[config.mk]
export PLATFORM = sky130hd
export DESIGN_NAME = hazard_unit
export DESIGN_NICKNAME = d
export VERILOG_FILES = /design/src/rtl/hazard_unit.sv
export SDC_FILE = /design/constraint.sdc
export NUM_CORES = 1
export LEC_CHECK = 0
export BUFFER_PORTS_ARGS = -buffer_cell sky130_fd_sc_hd__buf_2
export CAP_MARGIN = 15
export CORE_MARGIN = 10
export CORE_UTILIZATION = 55
export CTS_CLUSTER_SIZE = 28
export DETAILED_ROUTE_END_ITERATION = 12
export GPL_TIMING_DRIVEN = 1
export PLACE_DENSITY = 0.83
export SETUP_SLACK_MARGIN = 0.2
export SKIP_LAST_GASP = 1
export SLEW_MARGIN = 0
export SYNTH_ARGS = -nofsm -noshare
export SYNTH_HDL_FRONTEND = slang
export SYNTH_SLANG_ARGS = --single-unit
export TNS_END_PERCENT = 20
[constraint.sdc]
create_clock -name clk -period 5 [get_ports clk]
set_input_delay 1 -clock clk [delete_from_list [all_inputs] [get_ports clk]]
set_output_delay 1 -clock clk [all_outputs]
set_load 0.05 [all_outputs]
[src/rtl/hazard_unit.sv]
// Hazard unit: load-use stall, taken-branch flush and memory-wait freeze.
// Stall/flush controls decode combinationally from the FSM state and current inputs.
module hazard_unit #(
  parameter int FLUSH_CYCLES = 1,
  parameter int CNT_W        = 16
) (
  input  logic             clk,
  input  logic             rst,
  input  logic [1:0]       Rs_ID,
  input  logic [1:0]       Rt_ID,
  input  logic             Rs_used_ID,
  input  logic             Rt_used_ID,
  input  logic             MemRead_EX,
  input  logic             RegWrite_EX,
  input  logic [1:0]       Rd_EX,
  input  logic             Branch_taken_EX,
  input  logic             MemAccess_MEM,
  input  logic             mem_ready,
  output logic             PC_Write,
  output logic             IF_ID_Write,
  output logic             Pipe_Stall,
  output logic             IF_ID_Flush,
  output logic             ID_EX_Flush,
  output logic             MEM_WB_Flush,
  output logic [CNT_W-1:0] stall_cnt
);

  typedef enum logic [1:0] {
    RUN      = 2'd0,
    MEM_WAIT = 2'd1,
    FLUSH    = 2'd2
  } state_e;

  localparam logic [1:0] FC = 2'(FLUSH_CYCLES);

  state_e           state_q, state_d;
  state_e           saved_q, saved_d;
  logic [1:0]       cnt_q, cnt_d;
  logic [1:0]       scnt_q, scnt_d;
  logic [CNT_W-1:0] stall_cnt_q;

  logic mem_wait;
  logic load_use;

  assign mem_wait = MemAccess_MEM & ~mem_ready;
  assign load_use = MemRead_EX & RegWrite_EX &
                    ((Rs_used_ID & (Rs_ID == Rd_EX)) |
                     (Rt_used_ID & (Rt_ID == Rd_EX)));

  // Priority decode: reset, memory wait, branch, flush window, load-use.
  always_comb begin
    PC_Write     = 1'b1;
    IF_ID_Write  = 1'b1;
    Pipe_Stall   = 1'b0;
    IF_ID_Flush  = 1'b0;
    ID_EX_Flush  = 1'b0;
    MEM_WB_Flush = 1'b0;
    state_d      = state_q;
    saved_d      = saved_q;
    cnt_d        = cnt_q;
    scnt_d       = scnt_q;
    priority case (1'b1)
      !rst: begin
        state_d = RUN;
      end
      mem_wait: begin
        PC_Write     = 1'b0;
        IF_ID_Write  = 1'b0;
        Pipe_Stall   = 1'b1;
        MEM_WB_Flush = 1'b1;
        if (state_q != MEM_WAIT) begin
          saved_d = state_q;
          scnt_d  = cnt_q;
          state_d = MEM_WAIT;
        end
      end
      Branch_taken_EX: begin
        IF_ID_Flush = 1'b1;
        ID_EX_Flush = 1'b1;
        cnt_d       = FC;
        state_d     = (FC != 2'd0) ? FLUSH : RUN;
      end
      (state_q == FLUSH): begin
        IF_ID_Flush = 1'b1;
        cnt_d       = (cnt_q != 2'd0) ? cnt_q - 2'd1 : 2'd0;
        state_d     = (cnt_q <= 2'd1) ? RUN : FLUSH;
      end
      default: begin
        if (state_q == MEM_WAIT) begin
          state_d = saved_q;
          cnt_d   = scnt_q;
        end
        if (load_use) begin
          PC_Write    = 1'b0;
          IF_ID_Write = 1'b0;
          ID_EX_Flush = 1'b1;
        end
      end
    endcase
  end

  // FSM state, flush counter and the context saved across a memory wait.
  always_ff @(posedge clk or negedge rst) begin
    if (!rst) begin
      state_q <= RUN;
      saved_q <= RUN;
      cnt_q   <= 2'd0;
      scnt_q  <= 2'd0;
    end else begin
      state_q <= state_d;
      saved_q <= saved_d;
      cnt_q   <= cnt_d;
      scnt_q  <= scnt_d;
    end
  end

  // Saturating count of cycles where the PC is frozen.
  always_ff @(posedge clk or negedge rst) begin
    if (!rst) begin
      stall_cnt_q <= '0;
    end else if (!PC_Write && (stall_cnt_q != '1)) begin
      stall_cnt_q <= stall_cnt_q + {{(CNT_W-1){1'b0}}, 1'b1};
    end
  end

  assign stall_cnt = stall_cnt_q;

endmodule

# After elaboration in Yosys (flattened, before gate mapping)
# Index checks and enable logic that the tools add are counted.
op_classes:
  addsub: 2
  n_lt_le_gt_ge: 1
  eq_ne: 8
  mux: 27
  bitwise: 8
  n_reduce_logical: 7
op_table:
  columns: ["operator", "n"]
  rows:
  - ["2-bit two-way mux", 11]
  - ["16-bit by 1-bit adder with 16-bit output (second input constant)", 1]
  - ["1-bit two-way mux", 16]
  - ["16-bit inequality test (second input constant)", 1]
  - ["3-bit AND reduction", 2]
  - ["1-bit bitwise AND", 5]
  - ["5-bit by 1-bit inequality test with 1-bit output (second input constant)", 1]
  - ["2-bit == test", 2]
  - ["3-bit by 2-bit inequality test with 1-bit output (second input constant)", 1]
  - ["3-bit nonzero test", 1]
  - ["2-bit by 1-bit == test with 1-bit output (second input constant)", 1]
  - ["2-bit == test (second input constant)", 1]
  - ["2-bit by 1-bit <= comparator with 1-bit output (second input constant)", 1]
  - ["2-bit by 1-bit inequality test with 1-bit output (second input constant)", 1]
  - ["1-bit NOT", 2]
  - ["2-bit AND reduction", 1]
  - ["2-bit nonzero test", 1]
  - ["2-bit by 1-bit subtractor with 2-bit output (second input constant)", 1]
  - ["1-bit logical AND", 1]
  - ["1-bit zero test", 1]
  - ["1-bit OR", 1]
word_totals:
  register_bits: 24
  out_inout_bits: 22

# Longest topological paths before layout
logic_depth:
  depth_word: 11
  mapped_depth: 7
  depth_no_buf: 6

# Worst setup path before layout
# OpenSTA, ideal clock, no wires.
synth_path:
  kind: "input to output"
  from: "input port Rd_EX[1]"
  to: "output port PC_Write"
  t_arrival_ps: 2518
  required_ps: 4000
  setup_slack_ps: 1482
  stages: 6
  path_buffers: 2
  cell_sequence: "xor2_1 nor3_1 o211ai_2 buf_2 and2_1 buf_4"
synth_via:
  elab_chain_cells: 9
  word_cells_on_any_way: 11
  cone_classes: "eq/ne (2); mux (5); bitwise (4)"
synth_lines:
  columns: ["item", "line", "text"]
  rows:
  - ["start, declared", "15", "input logic [1:0] Rd_EX,"]
  - ["2-bit == test, on equally long branches", "47, 48", null]
  - ["1-bit bitwise AND, on equally long branches", "47, 48", null]
  - ["1-bit OR (*)", "47", "((Rs_used_ID & (Rs_ID == Rd_EX)) |"]
  - ["1-bit bitwise AND (*)", "46", "assign load_use = MemRead_EX & RegWrite_EX &"]
  - ["1-bit two-way mux (*) (5 in a row)", null, null]
  - ["end, declared", "19", "output logic PC_Write,"]
# Mark *: on every way between the ends. The rest lies on a longest branch, timed or not.

# Worst setup path after layout
layout_path:
  from: "input port rst"
  to: "output port MEM_WB_Flush"
layout_via:
  elab_chain_cells: 1
layout_lines:
  columns: ["item", "line", "text"]
  rows:
  - ["start, declared", "8", "input logic rst,"]
  - ["1-bit two-way mux", "62", "priority case (1'b1)"]
  - ["end, declared", "24", "output logic MEM_WB_Flush,"]
# No other way between the ends.

==> results.json <==
{
  "async_reset_ff_share_pct": 100.0,
  "vias": 1182,
  "crit_type": "input pin to primary output",
  "max-vdd-ir-drop_v": 0.0003437,
  "seqPwrFrac_pct": 43.3,
  "fin_nets": 193,
  "fillCellCount": 172,
  "fp.dieArea_sq_um": 4862,
  "highest_layer": "met4",
  "clockBufferDepth": 2,
  "ys_seq_area_share_pct": 44.16,
  "grt_max_degree": 29,
  "maxCapViolCount": 0,
  "insertedDiodeCount": 0,
  "critical_path_arrival_ns": 2.59,
  "multiInputGateArea_sq_um": 700.7,
  "ys_ff_latch": 24,
  "clk_latency_ns": 0.33,
  "worstMarginPinSlew_ns": 0.7586,
  "regArea_sq_um": 600.6,
  "combPwrFrac_pct": 32.6,
  "hold_viol_final": 0,
  "setup_viol": 0,
  "hold_class": "flip-flop to flip-flop",
  "timing.final.crit_share_pct": 71.73,
  "finalSetupTns_ns": 0,
  "die-width_um": 69.73,
  "grt_usage_pct": 12.95,
  "relSlewSlack_pct": 48.79,
  "yosysWarnings": 0,
  "cts_buffers": 3,
  "gp_congestion": 0.8062,
  "cp_max_fo": 28,
  "clockRootBuffer": "clkbuf_4",
  "cts_tree": "yes",
  "fin_worst_skew_ns": 0.01389,
  "start_kind": "input pin",
  "drcViolationCount": 0,
  "clk_pin_slew_ns": 0.13,
  "cp.required_ns": 4.00,
  "antenna_found_initial": 0,
  "grt_pass1_wl_um": 5388,
  "wl_met2_um": 1610,
  "grt_pass1_vias": 1265,
  "p_per_area_nw_per_um2": 374.0,
  "yosys.area.top_type": "dfrtp_1",
  "clkPwrFrac_pct": 24.1,
  "end_kind": "primary output",
  "intPower_uw": 360.4,
  "status": "finished clean",
  "htree_levels": 1,
  "rsz0062_at_grt": "false",
  "drt_pass1_iterations": 4,
  "finish.utilization_pct": 70.26,
  "io_pins": 37,
  "period_needed_ns": 3.586,
  "drive_above_1_share_pct": 31.25,
  "finalWirelength_um": 3172,
  "synth_edf_count": 0,
  "rows": 17,
  "via_per_inst": 5.794,
  "clock.fmax_mhz": 278.8,
  "wire_per_inst_um": 15.55,
  "portBuffers": 36,
  "holdBufCountCts": 0,
  "syn_nets": 157,
  "cts.sinks": 24,
  "syn2layout_area_growth_pct": 17.57,
  "p_leak_uw": 0.0007934,
  "maxSlewViolCount": 0,
  "dp_hpwl_um": 2354,
  "synth_top_area_share_pct": 44.16,
  "synth.avg_cell_area_sq_um": 9.646,
  "core-area_sq_um": 2276,
  "p_sw_uw": 237.6,
  "netlist_instances": 141,
  "fin_total_pwr_uw": 598.0,
  "cts_resized": 0,
  "die_h_um": 69.73,
  "wl_met3_um": 198,
  "ys.flop_type": "dfrtp_1",
  "switching_share_pct": 39.73,
  "wl_met1_um": 1303,
  "drtIter0Drc": 71,
  "synthesis.area_sq_um": 1360,
  "ant_nets": 0,
  "cts_setup_buffers": 0,
  "synth_cell_types": 35,
  "synth.area.top_cells": "dfrtp_1, xor2_1, nand2_1, mux2_2, a21oi_1",
  "start_util_pct": 59.76,
  "gr-total-overflow": 0
}
==> path summary, 6_finish.rpt <==
check / start / end / slack, ns / cells after the start
setup / recovery: rst / MEM_WB_Flush / 1.41 / 5
max in group asynchronous: rst / stall_cnt[12]$_DFFE_PN0P_ / 3.95 / 1
min in group asynchronous: rst / stall_cnt[3]$_DFFE_PN0P_ / 0.65 / 1
setup reg to reg: state_q[1]$_DFFE_PN0P_ / stall_cnt[6]$_DFFE_PN0P_ / 2.93 / 5
hold / removal: stall_cnt[15]$_DFFE_PN0P_ / stall_cnt[15]$_DFFE_PN0P_ / 0.50 / 1
hold reg to reg: stall_cnt[15]$_DFFE_PN0P_ / stall_cnt[15]$_DFFE_PN0P_ / 0.50 / 1
==> registers in the layout, indices dropped and copies added (netlist names) <==
register	count
cnt_q	2
saved_q	2
scnt_q	2
stall_cnt	16
state_q	2
==> layout make-up <==
cell class                 instances  area share, %
clock inverter                     1          1.878
multi-input combinational        104          43.82
inverter                           8          1.878
clock buffer                       3          1.408
sequential                        24          37.56
timing repair buffer              36          11.27
tap                               28          2.191
==> power by group through the flow <==
stage	clock network [uW]	registers [uW]	logic, uW
3_5_place_dp	0	264	196
4_1_cts	144	260	197
6_report	144	259	195
5_1_grt	154	266	209
2_1_floorplan	0	339	66.2
3_3_place_gp	0	261	193
==> per-layer routing <==
| layer | vias to the layer above | GRT usage (%) |
|---|---|---|
| met4 | 0 | 5.870 |
| met1 | 567 | 13.47 |
| li1 | 576 | - |
| met3 | 7 | 3.852 |
| met5 | - | 0 |
| met2 | 32 | 23.19 |
==> Yosys cell counts (2+ instances only) <==
library cell,n
a21oi_1,11
xor2_1,13
dfrtp_1,24
buf_4,2
nand4_1,3
nor3_1,4
inv_1,8
a2111oi_2,2
buf_2,2
and3_1,2
nor2_1,8
nand2b_1,2
nor2b_1,2
a211oi_1,7
or2_2,2
nand2_1,16
o21ai_0,7
mux2_2,5
nand3_1,5
==> through the flow <==
step | cells | setup WS (ns) | instance area (sq um) | hold slack [ns]
6_report | 204 | 1.414 | 1599 | 0.4997
5_1_grt | 204 | 1.252 | 1599 | 0.5388
4_1_cts | 204 | 1.394 | 1599 | 0.5049
3_5_place_dp | 200 | 1.404 | 1546 | 0.4862
3_3_place_gp | 200 | 1.468 | 1546 | 0.4823
2_1_floorplan | 141 | 1.482 | 1360 | 0.4633
==> critical path, cell delays in order <==
cell and delay (ns):
buf_2 0.47, inv_1 0.16, or2_2 0.50, inv_1 0.16
buf_2 0.28
==> cells by family after synthesis <==
| family | count (synthesis) | share of synthesized area [%] |
|---|---|---|
| mux | 6 | 5.243 |
| simple gates | 48 | 18.31 |
| xor+xnor | 14 | 9.016 |
| fa+ha+maj | 1 | 0.9198 |
| compound gates | 35 | 18.03 |
| buf+inv | 13 | 4.323 |
| flops | 24 | 44.16 |
==> cells in the final DEF (no fill, tap or decap), drive strengths merged <==
| cell type | netlist | routed |
|---|---|---|
| a2111oi | 2 | 2 |
| a211oi | 7 | 7 |
| a21o | 1 | 1 |
| a21oi | 12 | 12 |
| a2bb2oi | 1 | 1 |
| and2 | 1 | 1 |
| and3 | 2 | 2 |
| buf | 4 | 36 |
| bufinv | 0 | 1 |
| clkbuf | 1 | 3 |
| dfrtp | 24 | 24 |
| ha | 1 | 1 |
| inv | 8 | 8 |
| mux2 | 6 | 6 |
| nand2 | 16 | 16 |
| nand2b | 2 | 2 |
| nand3 | 5 | 5 |
| nand4 | 3 | 3 |
| nand4bb | 1 | 1 |
| nor2 | 8 | 8 |
| nor2b | 2 | 2 |
| nor3 | 5 | 5 |
| o211ai | 2 | 2 |
| o21ai | 8 | 8 |
| o311a | 1 | 1 |
| o311ai | 1 | 1 |
| or2 | 2 | 2 |
| or4 | 1 | 1 |
| xnor2 | 1 | 1 |
| xor2 | 13 | 13 |
Note: power is estimated with default switching activity, not from simulation.
